[config.mk]
export PLATFORM = sky130hd
export DESIGN_NAME = life_ctrl
export DESIGN_NICKNAME = d
export VERILOG_FILES = /design/src/rtl/life_pkg.sv /design/src/rtl/life_debounce.sv /design/src/rtl/life_ctrl.sv
export SDC_FILE = /design/constraint.sdc
export NUM_CORES = 1
export LEC_CHECK = 0
export ABC_AREA = 1
export BUFFER_PORTS_ARGS = -buffer_cell sky130_fd_sc_hd__buf_2
export CAP_MARGIN = 25
export CORE_MARGIN = 2
export CORE_UTILIZATION = 35
export CTS_BUF_LIST = sky130_fd_sc_hd__clkbuf_16
export DETAILED_ROUTE_END_ITERATION = 12
export PLACE_DENSITY = 0.62
export REMOVE_ABC_BUFFERS = 1
export SYNTH_ARGS = -nofsm -noshare
export SYNTH_HDL_FRONTEND = slang
export SYNTH_SLANG_ARGS = --single-unit
[constraint.sdc]
create_clock -name clk -period 4.4 [get_ports clk]
set_input_delay 0.66 -clock clk [delete_from_list [all_inputs] [get_ports clk]]
set_output_delay 0.66 -clock clk [all_outputs]
set_load 0.05 [all_outputs]
[src/rtl/life_pkg.sv]
// ---------------------------------------------------------------------------
// life_pkg
// Shared definitions for the life board front-end sequencer:
//   - state_t   : FSM state encoding (S_IDLE .. S_RUN_WAIT)
//   - BTN_*     : bit index of each push-button in the button vectors
//   - NUM_BTN   : number of debounced buttons in this build
//   - cells()   : number of cells on an X by Y board
// Optional feature macro: LIFE_AUTORUN_EN (adds S_RUN_WAIT and the run button).
// ---------------------------------------------------------------------------
package life_pkg;

`ifdef LIFE_AUTORUN_EN
  typedef enum logic [2:0] {
    S_IDLE     = 3'd0,
    S_FLIP1    = 3'd1,
    S_FLIP2    = 3'd2,
    S_STEP     = 3'd3,
    S_RUN_WAIT = 3'd4
  } state_t;

  localparam int NUM_BTN = 7;
`else
  typedef enum logic [1:0] {
    S_IDLE  = 2'd0,
    S_FLIP1 = 2'd1,
    S_FLIP2 = 2'd2,
    S_STEP  = 2'd3
  } state_t;

  localparam int NUM_BTN = 6;
`endif

  // Button positions; run is last so it can be dropped from the vector
  // when autorun is not built.
  localparam int BTN_UP    = 0;
  localparam int BTN_DOWN  = 1;
  localparam int BTN_LEFT  = 2;
  localparam int BTN_RIGHT = 3;
  localparam int BTN_FLIP  = 4;
  localparam int BTN_STEP  = 5;
  localparam int BTN_RUN   = 6;

  function automatic int unsigned cells(input int unsigned x, input int unsigned y);
    return x * y;
  endfunction

endpackage

[src/rtl/life_debounce.sv]
// ---------------------------------------------------------------------------
// life_debounce
// One push-button conditioner: 2-flop synchronizer, stability counter and
// rising-edge pulse generator. The debounced level only changes after the
// synchronized input has differed from it for 2**DEB_BITS consecutive
// samples; o_pulse is high for one cycle on each debounced 0->1 edge.
// Ports:
//   i_clk    in  1  system clock
//   i_rst_n  in  1  asynchronous active-low reset (already release-synced)
//   i_btn    in  1  raw asynchronous button, active-high
//   o_pulse  out 1  one-cycle press event
// ---------------------------------------------------------------------------
module life_debounce
  import life_pkg::*;
#(
  parameter int DEB_BITS = 16
) (
  input  logic i_clk,
  input  logic i_rst_n,
  input  logic i_btn,
  output logic o_pulse
);

  logic [1:0]          r_sync;
  logic [DEB_BITS-1:0] r_cnt;
  logic                r_level;
  logic                r_level_d;

  always_ff @(posedge i_clk or negedge i_rst_n) begin
    if (!i_rst_n) begin
      r_sync    <= '0;
      r_cnt     <= '0;
      r_level   <= 1'b0;
      r_level_d <= 1'b0;
    end else begin
      r_sync    <= {r_sync[0], i_btn};
      r_level_d <= r_level;
      // Any sample agreeing with the accepted level restarts the count,
      // so only an unbroken run of differing samples can flip it.
      if (r_sync[1] == r_level) begin
        r_cnt <= '0;
      end else if (&r_cnt) begin
        r_level <= r_sync[1];
        r_cnt   <= '0;
      end else begin
        r_cnt <= r_cnt + 1'b1;
      end
    end
  end

  assign o_pulse = r_level & ~r_level_d;

endmodule

[src/rtl/life_ctrl.sv]
// ---------------------------------------------------------------------------
// life_ctrl
// Front-end sequencer for the life board datapath (life_1). Debounces the
// push-buttons, owns the cursor, produces the key_flip/key_flip_d edit pulse
// pair and holds key_nxt for exactly one board pass (X*Y cycles, tracked on
// life_1's cnt) per generation step. Counts completed generations.
// Optional feature macro: LIFE_AUTORUN_EN -- adds the RUN_WAIT state and a
// 2**RUN_DIV cycle timer that launches steps automatically; btn_run toggles it.
// Ports:
//   clk                    in   system clock, rising edge
//   reset                  in   asynchronous active-low reset
//   btn_up/down/left/right in   raw cursor buttons, active-high
//   btn_flip               in   raw: toggle cell under cursor
//   btn_step               in   raw: compute one generation
//   btn_run                in   raw: toggle autorun (unused without autorun)
//   cnt                    in   life_1 cell scan counter
//   cursor_x / cursor_y    out  cursor position
//   key_flip / key_flip_d  out  edit strobe and its one-cycle-delayed copy
//   key_nxt                out  high for one full pass per generation
//   busy                   out  high outside IDLE/RUN_WAIT
//   gen_count              out  completed generations, wrapping
// ---------------------------------------------------------------------------
module life_ctrl
  import life_pkg::*;
#(
  parameter int X        = 8,
  parameter int Y        = 8,
  parameter int LOG2X    = 3,
  parameter int LOG2Y    = 3,
  parameter int DEB_BITS = 16,
  parameter int GEN_BITS = 8,
  parameter int RUN_DIV  = 24
) (
  input  logic                   clk,
  input  logic                   reset,
  input  logic                   btn_up,
  input  logic                   btn_down,
  input  logic                   btn_left,
  input  logic                   btn_right,
  input  logic                   btn_flip,
  input  logic                   btn_step,
  input  logic                   btn_run,
  input  logic [LOG2X+LOG2Y-1:0] cnt,
  output logic [LOG2X-1:0]       cursor_x,
  output logic [LOG2Y-1:0]       cursor_y,
  output logic                   key_flip,
  output logic                   key_flip_d,
  output logic                   key_nxt,
  output logic                   busy,
  output logic [GEN_BITS-1:0]    gen_count
);

  localparam int                 CNT_W    = LOG2X + LOG2Y;
  localparam logic [CNT_W-1:0]   CNT_LAST = CNT_W'(cells(X, Y) - 1);
  localparam logic [LOG2X-1:0]   X_LAST   = LOG2X'(X - 1);
  localparam logic [LOG2Y-1:0]   Y_LAST   = LOG2Y'(Y - 1);

  // Reset asserts asynchronously everywhere but is released only after two
  // clean clock edges, so no flop sees a release near its clock edge.
  logic [1:0] r_rst_sync;
  logic       w_rst_n;

  always_ff @(posedge clk or negedge reset) begin
    if (!reset) begin
      r_rst_sync <= '0;
    end else begin
      r_rst_sync <= {r_rst_sync[0], 1'b1};
    end
  end

  assign w_rst_n = r_rst_sync[1];

  // Button conditioning
  logic [NUM_BTN-1:0] w_btn_raw;
  logic [NUM_BTN-1:0] w_evt;

  assign w_btn_raw[BTN_UP]    = btn_up;
  assign w_btn_raw[BTN_DOWN]  = btn_down;
  assign w_btn_raw[BTN_LEFT]  = btn_left;
  assign w_btn_raw[BTN_RIGHT] = btn_right;
  assign w_btn_raw[BTN_FLIP]  = btn_flip;
  assign w_btn_raw[BTN_STEP]  = btn_step;
`ifdef LIFE_AUTORUN_EN
  assign w_btn_raw[BTN_RUN]   = btn_run;
`endif

  for (genvar gi = 0; gi < NUM_BTN; gi++) begin : g_deb
    life_debounce #(
      .DEB_BITS (DEB_BITS)
    ) u_deb (
      .i_clk   (clk),
      .i_rst_n (w_rst_n),
      .i_btn   (w_btn_raw[gi]),
      .o_pulse (w_evt[gi])
    );
  end

  logic w_up, w_down, w_left, w_right, w_flip, w_step;

  assign w_up    = w_evt[BTN_UP];
  assign w_down  = w_evt[BTN_DOWN];
  assign w_left  = w_evt[BTN_LEFT];
  assign w_right = w_evt[BTN_RIGHT];
  assign w_flip  = w_evt[BTN_FLIP];
  assign w_step  = w_evt[BTN_STEP];

  // FSM
  state_t r_state;
  state_t w_state_nxt;
  state_t w_ret_state;
  logic   w_idle_like;
  logic   w_pass_done;

  assign w_pass_done = (cnt == CNT_LAST);

`ifdef LIFE_AUTORUN_EN
  logic               w_run;
  logic               r_from_run;
  logic [RUN_DIV-1:0] r_timer;
  logic               w_timer_wrap;

  assign w_run        = w_evt[BTN_RUN];
  assign w_idle_like  = (r_state == S_IDLE) || (r_state == S_RUN_WAIT);
  assign w_ret_state  = r_from_run ? S_RUN_WAIT : S_IDLE;
  assign w_timer_wrap = &r_timer;

  // Remembers which resting state a flip/step left from, so it returns there.
  always_ff @(posedge clk or negedge w_rst_n) begin
    if (!w_rst_n) begin
      r_from_run <= 1'b0;
    end else if (w_idle_like) begin
      r_from_run <= (r_state == S_RUN_WAIT);
    end
  end

  // Held at zero outside RUN_WAIT, so every entry starts a full period.
  always_ff @(posedge clk or negedge w_rst_n) begin
    if (!w_rst_n) begin
      r_timer <= '0;
    end else if (r_state != S_RUN_WAIT) begin
      r_timer <= '0;
    end else begin
      r_timer <= r_timer + 1'b1;
    end
  end
`else
  logic [RUN_DIV:0] w_unused_run;

  assign w_unused_run = {btn_run, {RUN_DIV{1'b0}}};
  assign w_idle_like  = (r_state == S_IDLE);
  assign w_ret_state  = S_IDLE;
`endif

  always_ff @(posedge clk or negedge w_rst_n) begin
    if (!w_rst_n) begin
      r_state <= S_IDLE;
    end else begin
      r_state <= w_state_nxt;
    end
  end

  always_comb begin
    w_state_nxt = r_state;
    case (r_state)
      S_IDLE: begin
        if (w_step) begin
          w_state_nxt = S_STEP;
        end else if (w_flip) begin
          w_state_nxt = S_FLIP1;
`ifdef LIFE_AUTORUN_EN
        end else if (w_run) begin
          w_state_nxt = S_RUN_WAIT;
`endif
        end
      end
      S_FLIP1: w_state_nxt = S_FLIP2;
      S_FLIP2: w_state_nxt = w_ret_state;
      S_STEP: begin
        if (w_pass_done) begin
          w_state_nxt = w_ret_state;
        end
      end
`ifdef LIFE_AUTORUN_EN
      S_RUN_WAIT: begin
        if (w_step) begin
          w_state_nxt = S_STEP;
        end else if (w_flip) begin
          w_state_nxt = S_FLIP1;
        end else if (w_run) begin
          w_state_nxt = S_IDLE;
        end else if (w_timer_wrap) begin
          w_state_nxt = S_STEP;
        end
      end
`endif
      default: w_state_nxt = S_IDLE;
    endcase
  end

  // Generation counter
  logic [GEN_BITS-1:0] r_gen;

  always_ff @(posedge clk or negedge w_rst_n) begin
    if (!w_rst_n) begin
      r_gen <= '0;
    end else if ((r_state == S_STEP) && w_pass_done) begin
      r_gen <= r_gen + 1'b1;
    end
  end

  // Cursor: a step or flip in the same cycle takes priority over moves.
  logic [LOG2X-1:0] r_x, w_x_nxt;
  logic [LOG2Y-1:0] r_y, w_y_nxt;
  logic             w_move_en;

  assign w_move_en = w_idle_like && !w_step && !w_flip;

  always_comb begin
    w_x_nxt = r_x;
    w_y_nxt = r_y;
    if (w_move_en) begin
      if (w_right && !w_left) begin
        w_x_nxt = (r_x == X_LAST) ? '0 : r_x + 1'b1;
      end else if (w_left && !w_right) begin
        w_x_nxt = (r_x == '0) ? X_LAST : r_x - 1'b1;
      end
      if (w_down && !w_up) begin
        w_y_nxt = (r_y == Y_LAST) ? '0 : r_y + 1'b1;
      end else if (w_up && !w_down) begin
        w_y_nxt = (r_y == '0) ? Y_LAST : r_y - 1'b1;
      end
    end
  end

  always_ff @(posedge clk or negedge w_rst_n) begin
    if (!w_rst_n) begin
      r_x <= '0;
      r_y <= '0;
    end else begin
      r_x <= w_x_nxt;
      r_y <= w_y_nxt;
    end
  end

  // Outputs
  assign cursor_x   = r_x;
  assign cursor_y   = r_y;
  assign key_flip   = (r_state == S_FLIP1);
  assign key_flip_d = (r_state == S_FLIP2);
  assign key_nxt    = (r_state == S_STEP);
  assign busy       = !w_idle_like;
  assign gen_count  = r_gen;

endmodule

==> summary.md <==
| Metric | Value |
|---|---|
| Net Switching | 0.767 mW |
| Die area | 21,800 um^2 |
| Endpoint of the lowest-slack register-to-register path | g_deb[0].u_deb.r_cnt[15]$_DFF_PN0_ |
| Largest net degree at the start of global routing | 90 |
| Count of TritonRoute iterations in the first routing pass | 4 |
| Clock Pin Slew Worst Setup and Hold Paths | 0.06 ns |
| Min-delay src | btn_step |
| Number of nets still failing antenna checks after routing | 0 |
| Part of the Yosys area used for sequential elements | 47.8% |
| Setup skew after layout | 0.0101 ns |
| Post-route clock period utilization | 46.2% |
| Endpoint of the worst hold-timing path | g_deb[5].u_deb.r_sync[0]$_DFF_PN0_ |
| Post-synthesis cell type with the largest combined area | dfrtp_1 |
| Global Route Usage Sum | 13.5% |
| Number of design-rule violations left by the first detailed-router iteration | 206 |
| Post-layout instance count excluding filler cells | 1,198 |
| Result of the run | finished, final reports clean |
| Number of cells upsized or downsized after cts | 0 |
| Element type at the critical path start | flip-flop |
| Inserted Diodes | 0 |
| Launching point of the worst reg2reg path | g_deb[0].u_deb.r_cnt[0]$_DFF_PN0_ |
| Wire length of the first global-routing pass | 24.1 mm |
| Sequential fraction of design power | 43.9% |
| Final setup TNS | 0 ns |
| Internal power | 2.30 mW |
| Finish-stage setup viols | 0 |
| Power density of the placed cells | 367 nW/um^2 |
| R2r worst-path depth | 6 |
| Hold path depth | 1 |
| Count of H-tree levels built during CTS | 4 |
| Yosys warning count | 0 |
| Final Net Count | 948 |
| Maximum root-to-sink buffer count | 2 |
| Share of cells above drive strength 1 | 15.3% |
| Post-synthesis cell type count | 27 |
| I/O pin total | 33 |
| Startpoint-to-endpoint class of the critical path | flip-flop to output pin |
| Port Buffer Count | 31 |
| Post-synthesis average cell area | 8.37 um^2 |
| Final count of hold timing violations | 0 |
| Category of the worst setup path capture point | output pin |
| Transition time at the pin with the least slew margin | 0.624 ns |
| Root Driver | clkbuf_16 |
| Wirelength, routed | 13.4 mm |
| Top area cells in the synthesized netlist | dfrtp_1 (48%), nand2_1 (11%), nor2_1 (8.0%), inv_1 (4.8%), xor2_1 (3.8%) |
| Area growth syn-to-layout | 15.7% |
| Overall die height | 148 um |
| # Max-Cap Violations | 0 |
| Number of rows created at floorplan | 52 |
| Average wire length per cell after detail routing | 11.2 um |
| Worst EP arrival | 1.37 ns |
| Post-placement setup slack | 2.72 ns |
| Core area | 20,200 um^2 |
| Final max-slew violation count | 0 |
| Combinational group share of total power | 8.2% |
| Initial Utilization | 35.7% |
| R2R setup slack | 2.99 ns |
| Syn Std Cell Area | 7230 um^2 |
| Postcts setup bufs | 0 |
| Final Wtd Congestion | 0.815 |
| Half-perimeter wire length of the detailed placement result | 9.60 mm |
| Worst slew margin relative to its limit | 58.4% |
| Clk_lat worst skew | 0.42 ns |
| Inst Count DP | 1,166 |
| Count of unresolved DRC violations after routing | 0 |
| Setup repair after global routing missed its margin | no |
| Shortest period the worst path allows | 2.03 ns |
| Final Worst Setup Slack | 2.37 ns |
| Largest fanout on the critical path | 4 |
| Vias per Instance | 4.49 |
| Switch share | 25.0% |
| Proportion of power drawn by the clock network | 47.8% |
| Leak pwr | 3.67 nW |
| Count of state elements after synthesis | 138 |
| Via count | 5,385 |
| Clock tree from TritonCTS | yes |
| Number of sinks on the clock net | 138 |
| Path category of the worst min-delay check | primary input to flip-flop |
| Remaining global-route overflow | 0 |
| Die span in x | 148 um |
| Highest clock rate | 0.492 GHz |
| Maximum ir drop on the vdd rail | 266 uV |
| Area fraction of the dominant cell type after synthesis | 47.8% |
| Fillers | 2,004 |
| Via count of the first global-routing pass | 5,255 |
| Number of antenna violations at the first check in global routing | 0 |
| Number of standard cells after synthesis | 864 |
| Data required time of the critical path | 3.74 ns |
| Total clock buffers created by CTS | 17 |
[synthesized netlist by cell type]
library cell	instances
nor2_4	20
o211ai_1	2
o21ai_0	12
a21oi_1	6
xnor2_2	6
nand3_2	7
nand3b_1	1
inv_1	92
o21ai_1	6
nand2_4	1
inv_2	5
a31oi_1	1
ha_1	17
nand3_1	42
nand3_4	1
nor3b_1	6
dfrtp_1	138
nand2_1	208
nand4_1	35
xnor2_1	21
nand4_2	1
nand2_2	17
nor2_1	154
conb_1	1
o21bai_1	10
nor2_2	23
xor2_1	31
[per-layer routing]
layer  part of all wire [%]  routed length (um)  vias up  global-route usage (%)
met5                      0                   0        -                       0
met4                   0.76                 101        0                    3.37
met3                    2.5                 336        8                    3.61
met2                     46                6190       43                    21.8
met1                     50                6740     2503                    18.1
li1                       -                   -     2831                       -
[critical path, cell delays in order, from the launching register on]
cell	delay, ns
dfrtp_1	0.44
inv_1	0.06
nor2_1	0.13
buf_2	0.32
[cell families (layout without fill, tap and decap cells)]
family,Yosys count,count (layout),share of synthesized area [%]
fa+ha+maj,17,17,2.94
flops,138,138,47.8
xor+xnor,58,58,7.65
simple gates,516,516,33.6
compound gates,37,37,2.99
buf+inv,97,161,5.04
other cells,1,1,0.0519
[registers in the layout, summed over array words and instances (netlist names)]
register	cells
cursor_x	3
g_deb.u_deb.r_level	6
g_deb.u_deb.r_sync	12
gen_count	8
cursor_y	3
g_deb.u_deb.r_cnt	96
r_rst_sync	2
g_deb.u_deb.r_level_d	6
r_state	2
[repair_timing]
action                                 in CTS  in global routing
endpoints found under the hold margin       2                  0
hold buffers                                1                  0
setup endpoints to repair                   0                  0
[layout by cell type (no fill, tap or decap), drive strengths merged]
cell type / instances
a21oi: 6
nand3b: 1
nor3b: 6
inv: 100
buf: 32
dlygate4sd3: 1
nand2: 226
conb: 1
o211ai: 2
ha: 17
o21ai: 18
clkinv: 6
a31oi: 1
clkinvlp: 1
nand3: 50
xor2: 31
xnor2: 27
bufinv: 4
o21bai: 10
nand4: 36
dfrtp: 138
clkbuf: 17
nor2: 197
[stage by stage]
step | utilization [%] | total power, mW | hold slack, ns | area (um^2)
final | 41.3 | 3.07 | 0.343 | 8360
after floorplan | - | 1.55 | 0.331 | 7230
after global placement | 38.3 | 1.63 | 0.332 | 7750
after detailed placement | 38.3 | 1.63 | 0.337 | 7750
after CTS | 41.3 | 3.12 | 0.325 | 8360
after global routing | 41.3 | 3.21 | 0.328 | 8360
[power groups by stage]
stage                     sequential, mW  clock, mW  combinational, mW
after floorplan                     1.39          0              0.155
after global placement              1.37          0              0.254
after detailed placement            1.37          0              0.257
after CTS                           1.35       1.52              0.259
after global routing                1.36       1.57              0.280
final                               1.35       1.47              0.253
[how the worst max path moves through the flow]
stage,start,endpoint,slack [ns],cells after the start
detailed placement,cnt[4],gen_count[5]$_DFFE_PN0P_,2.72,8
floorplan,r_rst_sync[1]$_DFF_PN0_,cursor_x[0]$_DFFE_PN0P_,0.27,0
global placement,cnt[4],gen_count[5]$_DFFE_PN0P_,2.73,8
global route,r_state[0]$_DFFE_PN0P_,key_flip,2.28,3
CTS,r_state[0]$_DFFE_PN0P_,key_flip,2.34,3
finish,r_state[0]$_DFFE_PN0P_,key_flip,2.37,3
[area by class of cell]
class | count | area [um^2] | share of cell area, %
Timing Repair Buffer | 33 | 185 | 2.21
Multi-Input combinational cell | 629 | 3410 | 40.8
Clock inverter | 14 | 180 | 2.15
Inverter | 97 | 364 | 4.35
Sequential cell | 138 | 3460 | 41.3
Tap cell | 270 | 338 | 4.04
Clock buffer | 17 | 425 | 5.09
Power figures use the tool's default switching activity.
